### config.mk
export PLATFORM = sky130hd
export DESIGN_NAME = cpu_run_controller_flat
export DESIGN_NICKNAME = d
export VERILOG_FILES = /design/src/rtl/cpu_run_controller_if.sv /design/src/rtl/cpu_run_controller.sv /design/src/flat_wrapper.sv
export SDC_FILE = /design/constraint.sdc
export NUM_CORES = 1
export LEC_CHECK = 0
export CAP_MARGIN = 0
export CORE_ASPECT_RATIO = 0.8
export CORE_MARGIN = 5
export CORE_UTILIZATION = 50
export CTS_BUF_LIST = sky130_fd_sc_hd__clkbuf_16
export DETAILED_ROUTE_END_ITERATION = 12
export GPL_TIMING_DRIVEN = 0
export PLACE_DENSITY = 0.89
export SYNTH_ARGS = -nofsm -noshare
export SYNTH_HDL_FRONTEND = slang
export SYNTH_SLANG_ARGS = --single-unit
### constraint.sdc
create_clock -name clk -period 3.3 [get_ports clk]
set_input_delay 0.33 -clock clk [delete_from_list [all_inputs] [get_ports clk]]
set_output_delay 0.33 -clock clk [all_outputs]
set_load 0.005 [all_outputs]
### src/rtl/cpu_run_controller_if.sv
// Load stream, instruction memory write port and core-side signals of the run controller.
// The controller connects to the slave modport; the loader/core side uses master.
interface cpu_run_controller_if #(
    parameter int DATA_W = 16,
    parameter int ADDR_W = 8
);
    logic              ld_valid;
    logic              ld_ready;
    logic [DATA_W-1:0] ld_data;
    logic              ld_last;
    logic              imem_we;
    logic [ADDR_W-1:0] imem_addr;
    logic [DATA_W-1:0] imem_wdata;
    logic              cpu_reset;
    logic              instr_fetch;
    logic [DATA_W-1:0] pc;

    modport master (
        output ld_valid, ld_data, ld_last, instr_fetch, pc,
        input  ld_ready, imem_we, imem_addr, imem_wdata, cpu_reset
    );

    modport slave (
        input  ld_valid, ld_data, ld_last, instr_fetch, pc,
        output ld_ready, imem_we, imem_addr, imem_wdata, cpu_reset
    );
endinterface

### src/rtl/cpu_run_controller.sv
// Run controller for the 16-bit RISC core: loads a program, releases the core,
// then stops it on a self-loop (halt) or when the cycle budget runs out.
module cpu_run_controller #(
    parameter int DATA_W  = 16,
    parameter int ADDR_W  = 8,
    parameter int CNT_W   = 16,
    parameter int TIMEOUT = 60
) (
    input  logic                 clk,
    input  logic                 reset,
    cpu_run_controller_if.slave  bus,
    input  logic                 start,
    output logic                 done,
    output logic                 halted,
    output logic                 timeout,
    output logic                 overflow,
    output logic [CNT_W-1:0]     cycle_count,
    output logic [CNT_W-1:0]     instr_count
);
    localparam logic [CNT_W-1:0] LAST_CYCLE = CNT_W'(TIMEOUT - 1);

    typedef enum logic [1:0] {LOAD, RUN, DONE} state_t;

    state_t            state, state_next;
    logic [ADDR_W-1:0] ptr, ptr_next;
    logic [CNT_W-1:0]  cycle_next, instr_next;
    logic [DATA_W-1:0] last_pc, last_pc_next;
    logic              last_pc_valid, last_pc_valid_next;
    logic              halted_next, timeout_next, overflow_next;
    logic              handshake;
    logic              pc_repeat;

    always_ff @(posedge clk or posedge reset) begin
        if (reset) begin
            state         <= LOAD;
            ptr           <= '0;
            cycle_count   <= '0;
            instr_count   <= '0;
            last_pc       <= '0;
            last_pc_valid <= 1'b0;
            halted        <= 1'b0;
            timeout       <= 1'b0;
            overflow      <= 1'b0;
        end else begin
            state         <= state_next;
            ptr           <= ptr_next;
            cycle_count   <= cycle_next;
            instr_count   <= instr_next;
            last_pc       <= last_pc_next;
            last_pc_valid <= last_pc_valid_next;
            halted        <= halted_next;
            timeout       <= timeout_next;
            overflow      <= overflow_next;
        end
    end

    always_comb begin
        state_next         = state;
        ptr_next           = ptr;
        cycle_next         = cycle_count;
        instr_next         = instr_count;
        last_pc_next       = last_pc;
        last_pc_valid_next = last_pc_valid;
        halted_next        = halted;
        timeout_next       = timeout;
        overflow_next      = overflow;
        handshake          = 1'b0;
        pc_repeat          = 1'b0;
        bus.ld_ready       = 1'b0;
        bus.cpu_reset      = 1'b1;
        bus.imem_we        = 1'b0;
        bus.imem_addr      = ptr;
        bus.imem_wdata     = bus.ld_data;
        done               = 1'b0;

        case (state)
            LOAD: begin
                bus.ld_ready = 1'b1;
                bus.imem_we  = bus.ld_valid;
                handshake    = bus.ld_valid;
                // The pointer saturates at the top address so a runaway stream never wraps onto word 0.
                if (handshake) begin
                    if (ptr != '1) begin
                        ptr_next = ptr + 1'b1;
                    end
                    if (bus.ld_last) begin
                        state_next = RUN;
                    end else if (ptr == '1) begin
                        state_next    = RUN;
                        overflow_next = 1'b1;
                    end
                end
            end
            RUN: begin
                bus.cpu_reset = 1'b0;
                cycle_next    = cycle_count + 1'b1;
                if (bus.instr_fetch) begin
                    instr_next         = instr_count + 1'b1;
                    last_pc_next       = bus.pc;
                    last_pc_valid_next = 1'b1;
                    pc_repeat          = last_pc_valid && (bus.pc == last_pc);
                end
                // A self-loop takes priority over the budget expiring in the same cycle.
                if (pc_repeat) begin
                    state_next  = DONE;
                    halted_next = 1'b1;
                end else if (cycle_count == LAST_CYCLE) begin
                    state_next   = DONE;
                    timeout_next = 1'b1;
                end
            end
            DONE: begin
                done = 1'b1;
                if (start) begin
                    state_next         = LOAD;
                    ptr_next           = '0;
                    cycle_next         = '0;
                    instr_next         = '0;
                    last_pc_valid_next = 1'b0;
                    halted_next        = 1'b0;
                    timeout_next       = 1'b0;
                    overflow_next      = 1'b0;
                end
            end
            default: begin
                state_next = LOAD;
            end
        endcase
    end
endmodule
### src/flat_wrapper.sv
// flat-port wrapper written by rule: the top's interface ports become plain ports
module cpu_run_controller_flat 
#(
    parameter int DATA_W  = 16,
    parameter int ADDR_W  = 8,
    parameter int CNT_W   = 16,
    parameter int TIMEOUT = 60
)
  (clk, reset, start, done, halted, timeout, overflow, cycle_count, instr_count, bus_ld_valid, bus_ld_data, bus_ld_last, bus_instr_fetch, bus_pc, bus_ld_ready, bus_imem_we, bus_imem_addr, bus_imem_wdata, bus_cpu_reset);
  cpu_run_controller_if #(.DATA_W(DATA_W), .ADDR_W(ADDR_W)) bus_i ();
  input  logic clk;
  input  logic reset;
  input  logic start;
  output logic done;
  output logic halted;
  output logic timeout;
  output logic overflow;
  output logic [CNT_W-1:0] cycle_count;
  output logic [CNT_W-1:0] instr_count;
  input wire logic [$bits(bus_i.ld_valid)-1:0] bus_ld_valid;
  input wire logic [$bits(bus_i.ld_data)-1:0] bus_ld_data;
  input wire logic [$bits(bus_i.ld_last)-1:0] bus_ld_last;
  input wire logic [$bits(bus_i.instr_fetch)-1:0] bus_instr_fetch;
  input wire logic [$bits(bus_i.pc)-1:0] bus_pc;
  output wire logic [$bits(bus_i.ld_ready)-1:0] bus_ld_ready;
  output wire logic [$bits(bus_i.imem_we)-1:0] bus_imem_we;
  output wire logic [$bits(bus_i.imem_addr)-1:0] bus_imem_addr;
  output wire logic [$bits(bus_i.imem_wdata)-1:0] bus_imem_wdata;
  output wire logic [$bits(bus_i.cpu_reset)-1:0] bus_cpu_reset;
  assign bus_i.ld_valid = bus_ld_valid;
  assign bus_i.ld_data = bus_ld_data;
  assign bus_i.ld_last = bus_ld_last;
  assign bus_i.instr_fetch = bus_instr_fetch;
  assign bus_i.pc = bus_pc;
  assign bus_ld_ready = bus_i.ld_ready;
  assign bus_imem_we = bus_i.imem_we;
  assign bus_imem_addr = bus_i.imem_addr;
  assign bus_imem_wdata = bus_i.imem_wdata;
  assign bus_cpu_reset = bus_i.cpu_reset;
  cpu_run_controller #(.DATA_W(DATA_W), .ADDR_W(ADDR_W), .CNT_W(CNT_W), .TIMEOUT(TIMEOUT)) u_core (.clk(clk), .reset(reset), .bus(bus_i), .start(start), .done(done), .halted(halted), .timeout(timeout), .overflow(overflow), .cycle_count(cycle_count), .instr_count(instr_count));
endmodule
==> metrics <==
die area=around 8000 µm²; Root Driver=clkbuf_16; clock group share of total power=0.350; CP startpoint kind=flip-flop; Setup Fix Bufs, Post-CTS=0; Final Hold Fails=0; Initial DRC Count=108; slew margin rel.=0.581; Distinct cells, synth=37; DRC=0; Detailed Route WL=just under 8000 µm; Seq/Total Area, Yosys=0.495; Cell Chain, Critical Path=or3b_4 -> inv_2 -> clkdlybuf4s50_1; Pwr per Cell Area=about 500 nW/µm²; largest net degree at the start of global routing=36; Final GP Congestion=0.813; cell with the most instances after synthesis=nand2_1; largest cells by area after synthesis=dfrtp_1 (50%), nand2_1 (10%), xnor2_1 (5.6%); post-synthesis compound-gate area fraction=0.0615; Num CTS Buffers=9; Synth async-reset ratio=1.00; Final nets=~470; ANT nets after route=0; Overall Global Routing Usage=0.207; dpl hpwl=5810 µm; cts hold-fix bufs=0; Main synth FF type=dfrtp_1; Clock Path Buffers=2; WL/cell=15.3 µm; Final setup viols=0; setup TNS=0 ps; Placement Setup Slack=between 1000 and 1500 ps; CP Data Arrival Time=around 1800 ps; Skew-Pair Late Insertion Delay=approximately 320 ps; Crit Path Class=flip-flop to primary output; fmax=467 MHz; H-Tree Depth=3; Worst VDD drop=roughly 340 µV; max incr delay on CP=510 ps; cell area after synthesis=between 3000 and 4000 µm²; first-pass GRT wire length=about 13000 µm; CP max FO=6; Max-cap violations=0; clock sinks=62; via count=between 2000 and 3000; Flop pwr share=0.441; Reg clk slew, reported paths=roughly 50 ps; Final Skew=approximately 5.0 ps; combinational family with the most area after synthesis=simple AND/OR/NAND/NOR gates; Combinational Power Share=0.210; leakage=between 1.5 and 2 nW; list of most frequent post-synthesis cells=nand2_1 (84), dfrtp_1 (62), nor2_1 (24); Die X=98.5 µm; Synth Instances=~330; CP endpoint kind=primary output; placed cells=497; sw frac=0.273; post-DR vias/cell=approximately 5.3; critical path required time=2970 ps; Yosys reg bits=62; IO Pins=between 100 and 150; drt first pass iters=4; # rows=25; vias in the first global route=roughly 2700; post-synthesis simple-gate area fraction=0.240; CTS tree=built; fin worst setup slack=around 1200 ps; Slew Limit Fails=0; min-delay worst type=input port to async pin; CP max stage cell=clkdlybuf4s50_1; mux share of post-synthesis cell area=0.0351; Post-synth EDFFs=0; Pint=~1.6 mW; status=finished clean; die height=around 81 µm; Avg Synthesized Cell Area=roughly 9.5 µm²; share of cells above drive strength 1=0.0974; Net Switching=between 0.6 and 0.7 mW; Final Non-Filler Cells=approximately 500; RSZ-0062 raised after global routing=no; post-synthesis xor/xnor area fraction=0.0950; minimum clock period=2140 ps; Tcrit/Tclk final=0.649; Yosys top cell area share=0.495; Initial Utilization=0.522; Antenna Cells=0; synthesized-area fraction occupied by adder cells=0.0120; Synth Net Count=~370; initial antenna violation count=0; P&R area growth vs syn=38.6%; IO Port Bufs=between 80 and 90; Synth area leader=dfrtp_1; Yosys warnings=0; Worst-Margin Slew=628 ps; core footprint=roughly 6000 µm²; post_cts resized=0; gr ovfl total=0
-- final cells by class --
| class | count | area, µm² |
|---|---|---|
| Clock buffer | 9 | 225 |
| Fill cell | 442 | 1660 |
| Sequential cell | 62 | 1550 |
| Timing Repair Buffer | 85 | 861 |
| Clock inverter | 6 | 23.8 |
| Buffer | 25 | 163 |
| Multi-Input combinational cell | 237 | 1390 |
| Tap cell | 81 | 101 |
| Inverter | 7 | 28.8 |
-- critical path: cells and delay by family, from the launching register on --
kind	cells	cell delay, ps
and+or+nand+nor	1	440
buffers and inverters	2	620
DFF	1	440
-- path summary, 6_finish.rpt --
kind                                         from                endpoint  slack, ps  cells past startpoint
setup / recovery                  u_core.state[1]             bus_imem_we       1160                      3
min in group clk           u_core.instr_count[15]  u_core.instr_count[15]        480                      1
hold reg to reg            u_core.instr_count[15]  u_core.instr_count[15]        480                      1
max in group asynchronous                   reset   u_core.cycle_count[5]       2280                      3
hold / removal                              reset       u_core.last_pc[6]        420                      2
setup reg to reg                  u_core.state[0]  u_core.cycle_count[15]       1520                      5
-- registers in the layout (all words and copies together), names as in the netlist --
signal	flops
u_core.bus.imem_addr	8
u_core.halted	1
u_core.overflow	1
u_core.timeout	1
u_core.instr_count	16
u_core.cycle_count	16
u_core.last_pc_valid	1
u_core.state	2
u_core.last_pc	16
-- through the flow --
step / hold WS [ps] / area, µm² / util / power, mW
4_1_cts: 436 / 4350 / 0.724 / 2.25
3_3_place_gp: 463 / 4080 / 0.679 / 1.42
6_report: 417 / 4350 / 0.724 / 2.23
3_5_place_dp: 464 / 4100 / 0.682 / 1.45
2_1_floorplan: 426 / 3130 / - / 1.18
5_1_grt: 490 / 4350 / 0.724 / 2.34
-- power by group through the flow --
| stage | logic, mW | clock network (mW) | registers (mW) |
|---|---|---|---|
| after floorplan | 0.210 | 0 | 0.970 |
| after global placement | 0.443 | 0 | 0.982 |
| after detailed placement | 0.464 | 0 | 0.990 |
| after CTS | 0.474 | 0.797 | 0.979 |
| after global routing | 0.517 | 0.825 | 0.998 |
| final | 0.467 | 0.780 | 0.983 |
-- per-layer routing --
metal,up-vias,routed length (µm),GRT usage
met5,-,0,0
met4,0,193,0.0805
met3,18,462,0.0464
met2,99,3940,0.358
met1,1318,3240,0.258
li1,1292,-,-
-- placed cells by master, fill, tap and decap left out, types with 2 or more instances in the layout --
master           count
buf_2                4
nand2_1             84
nor4_1               3
nor3_1               3
o21ai_0              8
o31ai_1              4
mux2i_1             11
nand4_1             14
xor2_1              14
and4_1               4
nor2_1              24
clkbuf_1             4
inv_2                2
nor2b_1              2
buf_4               17
dfrtp_1             62
a211oi_4             2
o211ai_1             3
and2_1               2
and3_1               2
a21oi_1              3
clkinv_1             2
xnor2_1             20
clkbuf_16            9
nand3_1             20
clkdlybuf4s50_1     84
ha_1                 3
inv_1                7
-- cells by family after synthesis --
group | Yosys count
flops | 62
fa+ha+maj | 3
compound gates | 25
mux | 11
simple gates | 164
xor+xnor | 34
buf+inv | 32
(Power assumes the default switching activity.)
